## config.mk

```make
export PLATFORM = sky130hd
export DESIGN_NAME = fifo_ctrl
export DESIGN_NICKNAME = d
export VERILOG_FILES = /design/src/rtl/fifo_ctrl.sv
export SDC_FILE = /design/constraint.sdc
export NUM_CORES = 1
export LEC_CHECK = 0
export CAP_MARGIN = 20
export CORE_MARGIN = 1.5
export CORE_UTILIZATION = 48
export DETAILED_ROUTE_END_ITERATION = 8
export PLACE_DENSITY = 0.78
export SETUP_SLACK_MARGIN = 0.3
export SLEW_MARGIN = 0
export SYNTH_ARGS = -nofsm -noshare
export SYNTH_HDL_FRONTEND = slang
export SYNTH_SLANG_ARGS = --single-unit
export TNS_END_PERCENT = 20
```

## constraint.sdc

```tcl
create_clock -name iClk -period 3 [get_ports iClk]
set_input_delay 0.6 -clock iClk [delete_from_list [all_inputs] [get_ports iClk]]
set_output_delay 0.6 -clock iClk [all_outputs]
set_load 0.05 [all_outputs]
```

## src/rtl/fifo_ctrl.sv

```systemverilog
// FIFO pointer/flag controller: EMPTY/NORMAL/FULL state machine, occupancy count, sticky errors.
// Define FIFO_CTRL_ALMOST_EN to add registered almost-full/almost-empty flags.
module fifo_ctrl #(
  parameter int ADDR_W   = 5,
  parameter int AF_LEVEL = 28,
  parameter int AE_LEVEL = 4
) (
  input  logic              iClk,
  input  logic              iRst_n,
  input  logic              iPush,
  input  logic              iPop,
  output logic              oWr,
  output logic [ADDR_W-1:0] oWrAddr,
  output logic              oRd,
  output logic [ADDR_W-1:0] oRdAddr,
  output logic              oFull,
  output logic              oEmpty,
  output logic [ADDR_W:0]   oCount,
  output logic              oOvf,
  output logic              oUdf
`ifdef FIFO_CTRL_ALMOST_EN
  ,
  output logic              oAlmostFull,
  output logic              oAlmostEmpty
`endif
);

  localparam int DEPTH = 1 << ADDR_W;
  localparam logic [ADDR_W:0] CNT_ONE  = (ADDR_W+1)'(1);
  localparam logic [ADDR_W:0] CNT_LAST = (ADDR_W+1)'(DEPTH - 1);

  localparam logic [1:0] ST_EMPTY  = 2'd0;
  localparam logic [1:0] ST_NORMAL = 2'd1;
  localparam logic [1:0] ST_FULL   = 2'd2;

  logic [1:0]      r_state;
  logic [1:0]      w_state_next;
  logic [ADDR_W:0] r_wr_ptr;
  logic [ADDR_W:0] r_rd_ptr;
  logic [ADDR_W:0] r_count;
  logic [ADDR_W:0] w_count_next;
  logic            r_ovf;
  logic            r_udf;
  logic            w_push;
  logic            w_pop;

  assign oFull  = (r_state == ST_FULL);
  assign oEmpty = (r_state == ST_EMPTY);

  // When full, a simultaneous pop frees the slot the push writes into.
  assign w_push = iPush & (~oFull | iPop);
  assign w_pop  = iPop & ~oEmpty;

  assign oWr     = w_push;
  assign oRd     = w_pop;
  assign oWrAddr = r_wr_ptr[ADDR_W-1:0];
  assign oRdAddr = r_rd_ptr[ADDR_W-1:0];
  assign oCount  = r_count;
  assign oOvf    = r_ovf;
  assign oUdf    = r_udf;

  always_comb begin
    w_state_next = r_state;
    case (r_state)
      ST_EMPTY: begin
        if (w_push) w_state_next = ST_NORMAL;
      end
      ST_NORMAL: begin
        if (w_push && !w_pop && r_count == CNT_LAST)
          w_state_next = ST_FULL;
        else if (w_pop && !w_push && r_count == CNT_ONE)
          w_state_next = ST_EMPTY;
      end
      ST_FULL: begin
        if (w_pop && !w_push) w_state_next = ST_NORMAL;
      end
      default: w_state_next = ST_EMPTY;
    endcase
  end

  always_comb begin
    w_count_next = r_count;
    case ({w_push, w_pop})
      2'b10:   w_count_next = r_count + CNT_ONE;
      2'b01:   w_count_next = r_count - CNT_ONE;
      default: w_count_next = r_count;
    endcase
  end

  always_ff @(posedge iClk) begin
    if (!iRst_n) begin
      r_state  <= ST_EMPTY;
      r_wr_ptr <= '0;
      r_rd_ptr <= '0;
      r_count  <= '0;
      r_ovf    <= 1'b0;
      r_udf    <= 1'b0;
    end else begin
      r_state <= w_state_next;
      r_count <= w_count_next;
      if (w_push) r_wr_ptr <= r_wr_ptr + CNT_ONE;
      if (w_pop)  r_rd_ptr <= r_rd_ptr + CNT_ONE;
      if (iPush && !iPop && oFull) r_ovf <= 1'b1;
      if (iPop && oEmpty)          r_udf <= 1'b1;
    end
  end

`ifdef FIFO_CTRL_ALMOST_EN
  localparam logic [ADDR_W:0] AF_CNT = (ADDR_W+1)'(AF_LEVEL);
  localparam logic [ADDR_W:0] AE_CNT = (ADDR_W+1)'(AE_LEVEL);

  logic r_almost_full;
  logic r_almost_empty;

  // Computed from the next count so the flags move on the same edge as oCount.
  always_ff @(posedge iClk) begin
    if (!iRst_n) begin
      r_almost_full  <= 1'b0;
      r_almost_empty <= 1'b1;
    end else begin
      r_almost_full  <= (w_count_next >= AF_CNT);
      r_almost_empty <= (w_count_next <= AE_CNT);
    end
  end

  assign oAlmostFull  = r_almost_full;
  assign oAlmostEmpty = r_almost_empty;
`endif

endmodule

```

==> results.txt, run 1 <==
----------------------------------------------------
[Timing]
  Setup slack after layout ... 0.472 ns
  Setup violators final ... 0
  Summed negative setup slack over all endpoints ... 0 ns
  Worst-margin pin slew ... 0.501 ns
  Final worst path period need ... 2.53 ns
  Max Clk Rate ... 396 MHz
  Relative slew slack ... 0.665
  Unrepaired setup endpoints after global routing ... no
  Hold violation total from the final report ... 0
  Number of pins with negative max-slew slack in the final report ... 0
  Final cycle utilization of the critical path ... 0.843
  Worst Clk Skew ... 0.00608 ns

[Routing]
  Total via count in the routed design ... 974
  Routed wirelength normalized by instance count ... 13.1 µm
  Final antenna-violating net count ... 0
  Mean number of vias per cell ... 5.47
  DRT Wirelength ... 2330 µm
  # DRC ... 0
  First-pass detailed-route iteration total ... 5
  Drt initial violations ... 16

[Synth]
  Synthesized netlist cell count ... 122
  Count of distinct cell types in the synthesized netlist ... 36
  Top cell type's share of synthesized area ... 0.374
  Most repeated cell in the gate-level netlist after synthesis ... sky130_fd_sc_hd__dfxtp_1
  FFs w/ async S/R, synth ... 0
  EDFF count, synth ... 0
  Number of flip-flops and latches in the synthesized netlist ... 20
  Sequential fraction of the synthesis area ... 0.374
  Post-synthesis area per instance ... 8.78 µm²
  Main area contributors after synthesis ... sky130_fd_sc_hd__dfxtp_1 (37%), sky130_fd_sc_hd__ha_1 (8.2%), sky130_fd_sc_hd__mux2i_1 (6.5%)
  Synthesized net count ... 133
  Post-synthesis cell type with the largest combined area ... sky130_fd_sc_hd__dfxtp_1
  Mapped cell area ... 1070 µm²
  Leading register cell type out of synthesis ... sky130_fd_sc_hd__dfxtp_1
  Commonest cells in the netlist ... sky130_fd_sc_hd__dfxtp_1 (20), sky130_fd_sc_hd__a21oi_1 (9), sky130_fd_sc_hd__nand2_1 (9)
  Count of yosys warnings during synthesis ... 0

[Die]
  I/O pin total ... 26
  Die Height ... 50.2 µm
  Die outline area ... 2520 µm²
  Die span in x ... 50.2 µm
  Effective utilization at floorplan ... 0.530
  Std cell rows ... 16
  Core region area ... 2020 µm²

[Power]
  Switching part of the total power ... 0.347
  Clock power frac ... 0.215
  Pint ... 393 µW
  Total chip power ... 602 µW
  Peak supply drop ... 293 µV
  Part of the power in combinational logic ... 0.286
  Pleak ... 0.000546 µW
  Net switching power ... 209 µW
  Power density normalized to cell area ... 428 nW/µm²
  Sequential share of power ... 0.499

[Flow run]
  Number of maximum-capacitance constraint violations ... 0

[CTS]
  Clk slew on worst S/H paths ... 0.11 ns
  TritonCTS clock tree ... yes
  Number of CTS-inserted buffers ... 3
  CTS Hold Buffers Added ... 0
  CTS Buffer Depth ... 2
  Sink Count ... 20
  Clock latency on the worst-skew pair ... 0.30 ns
  Number of setup buffers added after CTS ... 0
  Gates resized, CTS repair ... 0
  CTS HTree Levels ... 1
  Clock Root Buffer ... sky130_fd_sc_hd__clkbuf_4

[Hold path]
  Worst Hold Path EP ... oOvf
  Type of the tightest min-delay check ... flip-flop to flip-flop
  Worst hold path startpoint ... oOvf
  Min-Delay Path Depth ... 2

[Setup path]
  Start-to-end type of the worst setup path ... primary input to flip-flop
  Kind of launch point of the worst setup path ... primary input
  Setup slack of the worst register-to-register path ... 0.71 ns
  Required @ worst endpoint ... 3.23 ns
  Reg-to-reg critical path startpoint ... r_state[1]
  Capture point of the worst reg-to-reg path ... oCount[4]
  Maximum fanout count along the critical path ... 3
  CP arrival ... 2.76 ns
  Worst reg-to-reg path cell count ... 6
  Capturing element type of the critical path ... flip-flop

[Placement]
  Port buffer count ... 25
  Final HPWL from detailed placement ... 1770 µm
  Global placer's final weighted congestion ... 0.772
  Worst slack after detailed placement ... 0.159 ns
  Post-Place Cell Area ... 1390 µm²

[Run status]
  Outcome ... completed

[Final layout]
  Final cell area excluding filler cells ... 1410 µm²
  Ant diodes ... 0
  Layout overhead on the synthesized area ... 31.4%
  Net count of the finished layout ... 164
  Post-layout util ... 0.696
  Filler Cells Inserted ... 171
  Fraction of layout instances using a drive strength above 1 ... 0.0993

[Global routing]
  Total overflow reported by the global router ... 0
  Pin count of the biggest net entering global routing ... 16
  First-pass GRT wire length ... 4010 µm
  Number of antenna violations at the first check in global routing ... 0
  Vias in the first global route ... 926
  Combined global-route utilization of all metal layers ... 0.207

----------------------------------------------------
-- how the worst max path moves through the flow --
stage / startpoint / to / slack, ns / depth (start not counted)
global placement: iPop / r_state[0] / 0.22 / 7
floorplan: iPop / oCount[5] / 0.62 / 7
global route: iPop / oCount[4] / 0.39 / 7
finish: iPop / oCount[4] / 0.47 / 7
detailed placement: iPop / r_state[0] / 0.16 / 7
CTS: iPop / oCount[4] / 0.48 / 7
-- final cells by class --
class | instances | area (µm²) | area share
Clock buffer | 3 | 22.5 | 0.0160
Sequential cell | 20 | 400 | 0.284
Tap cell | 27 | 33.8 | 0.0240
Inverter | 7 | 26.3 | 0.0187
Multi-Input combinational cell | 90 | 622 | 0.442
Timing Repair Buffer | 31 | 303 | 0.215
-- registers in the layout, indices dropped and copies added, names as in the netlist --
register and flops:
oOvf 1, r_wr_ptr 5, r_state 2, oUdf 1, oCount 6, r_rd_ptr 5
-- layer usage --
layer	up-vias	global-route usage	wire length, µm
li1	498	-	-
met1	455	0.248	1020
met2	17	0.368	1200
met3	4	0.0268	71
met4	0	0.0880	29
met5	-	0	0
-- cell usage in the layout, fill, tap and decap left out, types with 2 or more instances in the layout --
cell                               n
sky130_fd_sc_hd__a21oi_1           9
sky130_fd_sc_hd__buf_4             7
sky130_fd_sc_hd__clkbuf_4          3
sky130_fd_sc_hd__clkdlybuf4s50_1  23
sky130_fd_sc_hd__dfxtp_1          20
sky130_fd_sc_hd__ha_1              7
sky130_fd_sc_hd__inv_1             7
sky130_fd_sc_hd__mux2i_1           7
sky130_fd_sc_hd__nand2_1           9
sky130_fd_sc_hd__nand2b_1          6
sky130_fd_sc_hd__nand3_1           4
sky130_fd_sc_hd__nand4_1           3
sky130_fd_sc_hd__nor2_1            7
sky130_fd_sc_hd__nor2b_1           2
sky130_fd_sc_hd__o21ai_0           6
sky130_fd_sc_hd__or3_1             7
sky130_fd_sc_hd__or4b_1            2
sky130_fd_sc_hd__xor2_1            3
-- metrics by stage --
step                cells  hold slack, ns
floorplan             122           0.547
global placement      175           0.446
detailed placement    175           0.467
CTS                   178           0.493
global route          178           0.528
finish                178           0.483
-- critical path, cell delays in order --
cell and delay (ns):
sky130_fd_sc_hd__clkdlybuf4s50_1 0.42, sky130_fd_sc_hd__or3b_2 0.48, sky130_fd_sc_hd__nand2_1 0.11, sky130_fd_sc_hd__ha_1 0.24, sky130_fd_sc_hd__or4b_1 0.53, sky130_fd_sc_hd__o32ai_1 0.16, sky130_fd_sc_hd__mux2i_1 0.22
-- power groups by stage --
| stage | clock network [µW] | logic [µW] | registers, µW |
|---|---|---|---|
| final | 130 | 172 | 300 |
| after global routing | 143 | 185 | 304 |
| after CTS | 134 | 173 | 301 |
| after detailed placement | 0 | 173 | 307 |
| after global placement | 0 | 168 | 305 |
| after floorplan | 0 | 74.7 | 344 |
-- kinds of logic (layout without fill, tap and decap cells) --
group	Yosys count	after routing	synth area share
adder cells (fa/ha/maj)	7	7	0.0818
buffers and inverters	12	41	0.0456
AND/OR/NAND/NOR	49	49	0.271
multiplexers	7	7	0.0654
XOR/XNOR	4	4	0.0327
flip-flops	20	20	0.374
AO/OA/AOI/OAI	23	23	0.130
Note: power is estimated with default switching activity, not from simulation.
==> run 2, diff against run 1 <==
clock period = 2.5 ns   (was 3 ns; I/O delays follow)
==> run 2 against run 1 <==
  * Sequential share of layout area down 1.9 points
  * Global-route usage increased by 2.0 points
  * Power rose by 32%
  * Sequential power increased by 20%
  * Clock power up 52%
  * Cell count up 3.4%
  * Routed wire length rose by 19%
  * Design area up 7.2%
  * Clock skew decreased by 0.0051 ns
  * Highest routed layer unchanged
==> results.txt, run 2 (synthesized netlist as in run 1, its figures left out) <==
----------------------------------------------------
[Final layout]
  Top library cells by usage in the layout, fill and taps aside ... sky130_fd_sc_hd__clkdlybuf4s50_1 (20), sky130_fd_sc_hd__dfxtp_1 (20), sky130_fd_sc_hd__buf_4 (12)
  Area taken by multi-input logic gates ... 668 µm² (+7.4%)
  Ant diodes ... 0 (unchanged)
  Fraction of layout instances using a drive strength above 1 ... 0.172 (+0.0726)
  Net count of the finished layout ... 169 (+3.0%)
  Max FFs per register ... 6 (unchanged)
  Sequential cell area ... 400 µm² (unchanged)
  Filler Cells Inserted ... 150 (-12%)
  Final non-filler cell total ... 184 (+3.4%)
  Layout overhead on the synthesized area ... 40.9%
  Post-layout util ... 0.746 (+0.0501)

[Setup path]
  Start-to-end type of the worst setup path ... flip-flop to output port
  Capturing element type of the critical path ... output port
  Worst reg-to-reg path cell count ... 6 (unchanged)
  Worst-path cell with the longest stage delay ... sky130_fd_sc_hd__clkdlybuf4s50_1
  Largest stage delay on the critical path ... 0.87 ns (+0.34 ns)
  Setup slack of the worst register-to-register path ... 0.31 ns (-0.40 ns)
  Reg-to-reg critical path startpoint ... r_state[1]
  CP arrival ... 1.73 ns (-1.03 ns)
  Maximum fanout count along the critical path ... 8 (+5)
  CP bufs+invs ... 1 (unchanged)
  Kind of launch point of the worst setup path ... flip-flop
  Required @ worst endpoint ... 2.00 ns (-1.23 ns)
  Cell class contributing the biggest share of worst-path delay ... buffers and inverters
  Sequence of cells on the critical path ... clkdlybuf4s50_1
  Crit path launch ... oCount[0]
  Capture point of the worst reg-to-reg path ... oCount[4]

[Global routing]
  Vias in the first global route ... 942 (+1.7%)
  Pin count of the biggest net entering global routing ... 16 (unchanged)
  Combined global-route utilization of all metal layers ... 0.227 (+0.0200)
  Total overflow reported by the global router ... 0 (unchanged)
  Number of antenna violations at the first check in global routing ... 0 (unchanged)
  First-pass GRT wire length ... 4310 µm (+7.6%)

[Routing]
  Total via count in the routed design ... 1,028 (+5.5%)
  Routed wirelength normalized by instance count ... 15.1 µm (+15%)
  First-pass detailed-route iteration total ... 4 (-1)
  Met2 wire len ... 1420 µm (+19%)
  Final antenna-violating net count ... 0 (unchanged)
  Met3 layer wire length in the routed design ... 108 µm (+52%)
  Uppermost routed layer ... met4
  DRT Wirelength ... 2770 µm (+19%)
  Mean number of vias per cell ... 5.59 (+2.1%)
  Drt initial violations ... 22 (+6)
  # DRC ... 0 (unchanged)
  Routed met1 length ... 1200 µm (+17%)

[Placement]
  Final HPWL from detailed placement ... 1920 µm (+8.6%)
  Worst slack after detailed placement ... -0.237 ns (-0.396 ns)
  Placed Cells ... 180 (+2.9%)
  Global placer's final weighted congestion ... 0.794 (+2.9%)
  Port buffer count ... 25 (unchanged)

[CTS]
  Clock latency on the worst-skew pair ... 0.31 ns (about the same)
  Clock Root Buffer ... sky130_fd_sc_hd__clkbuf_4
  Number of setup buffers added after CTS ... 0 (unchanged)
  TritonCTS clock tree ... yes
  Sink Count ... 20 (unchanged)
  CTS Buffer Depth ... 2 (unchanged)
  Clk slew on worst S/H paths ... 0.12 ns (about the same)
  CTS HTree Levels ... 1 (unchanged)
  CTS Hold Buffers Added ... 0 (unchanged)
  Number of CTS-inserted buffers ... 3 (unchanged)

[Power]
  Power density normalized to cell area ... 526 nW/µm² (+23%)
  Pleak ... 0.000600 µW (+10%)
  Total chip power ... 794 µW (+32%)
  Peak supply drop ... 356 µV (+22%)

[Timing]
  Worst-margin pin slew ... 0.505 ns (+0.00401 ns)
  Max Clk Rate ... 448 MHz
  Unrepaired setup endpoints after global routing ... yes
  Final cycle utilization of the critical path ... 0.893
  Hold violation total from the final report ... 0 (unchanged)
  Number of pins with negative max-slew slack in the final report ... 0 (unchanged)
  Setup slack after layout ... 0.268 ns (-0.204 ns)
  Setup violators final ... 0 (unchanged)
  Worst Clk Skew ... 0.000989 ns (-0.00509 ns)
  Final worst path period need ... 2.23 ns
  Relative slew slack ... 0.663 (-0.00199)
  Tightest hold margin ... 0.491 ns (+0.00799 ns)

[Hold path]
  Type of the tightest min-delay check ... flip-flop to flip-flop
  Worst hold path startpoint ... oOvf
  Worst Hold Path EP ... oOvf
  Min-Delay Path Depth ... 2 (unchanged)

[Die]
  Core region area ... 2020 µm² (unchanged)
  Effective utilization at floorplan ... 0.530 (unchanged)
  Die span in x ... 50.2 µm (unchanged)
  Die outline area ... 2520 µm² (unchanged)
  Std cell rows ... 16 (unchanged)
  I/O pin total ... 26 (unchanged)
  Die Height ... 50.2 µm (unchanged)

[Flow run]
  Number of maximum-capacitance constraint violations ... 0 (unchanged)

[Run status]
  Outcome ... completed

----------------------------------------------------
-- run 2: layer usage --
metal / track usage / vias to the layer above
li1: - / 501
met1: 0.279 / 490
met2: 0.399 / 32
met3: 0.0268 / 5
met4: 0.0926 / 0
met5: 0 / -
-- run 2: what timing repair did --
action                                  in CTS  in global routing
endpoints found under the setup margin       8                  8
resized for setup                            5                  6
pin swaps                                    0                  3
cloned                                       0                  0
-- run 2: cell type report --
type | instances | area share
clock buffers | 4 | 0.0240
inverters | 7 | 0.0174
multi-input cells | 90 | 0.443
flip-flops and latches | 20 | 0.265
well taps | 27 | 0.0224
repair buffers | 36 | 0.228
-- run 2: per-stage QoR --
stage	area [µm²]	setup TNS (ns)
global placement	1420	-0.647
CTS	1470	0
finish	1510	0
detailed placement	1420	-0.908
global route	1510	0
floorplan	1070	0
-- run 2: worst max path at each step --
stage           endpoint  slack, ns  cells after the start
6_report       oCount[0]       0.27                      1
5_1_grt        oCount[0]       0.21                      1
4_1_cts        oCount[4]       0.21                      7
3_5_place_dp   oCount[4]      -0.24                      7
3_3_place_gp   oCount[4]      -0.16                      7
2_1_floorplan  oCount[5]       0.29                      7
-- run 2: power by group --
group / internal (µW) / leakage, µW / switching (µW)
combinational: 95.5 / 0.000417 / 139
sequential: 335 / 0.000163 / 26.2
clock: 89.1 / 0.0000210 / 109
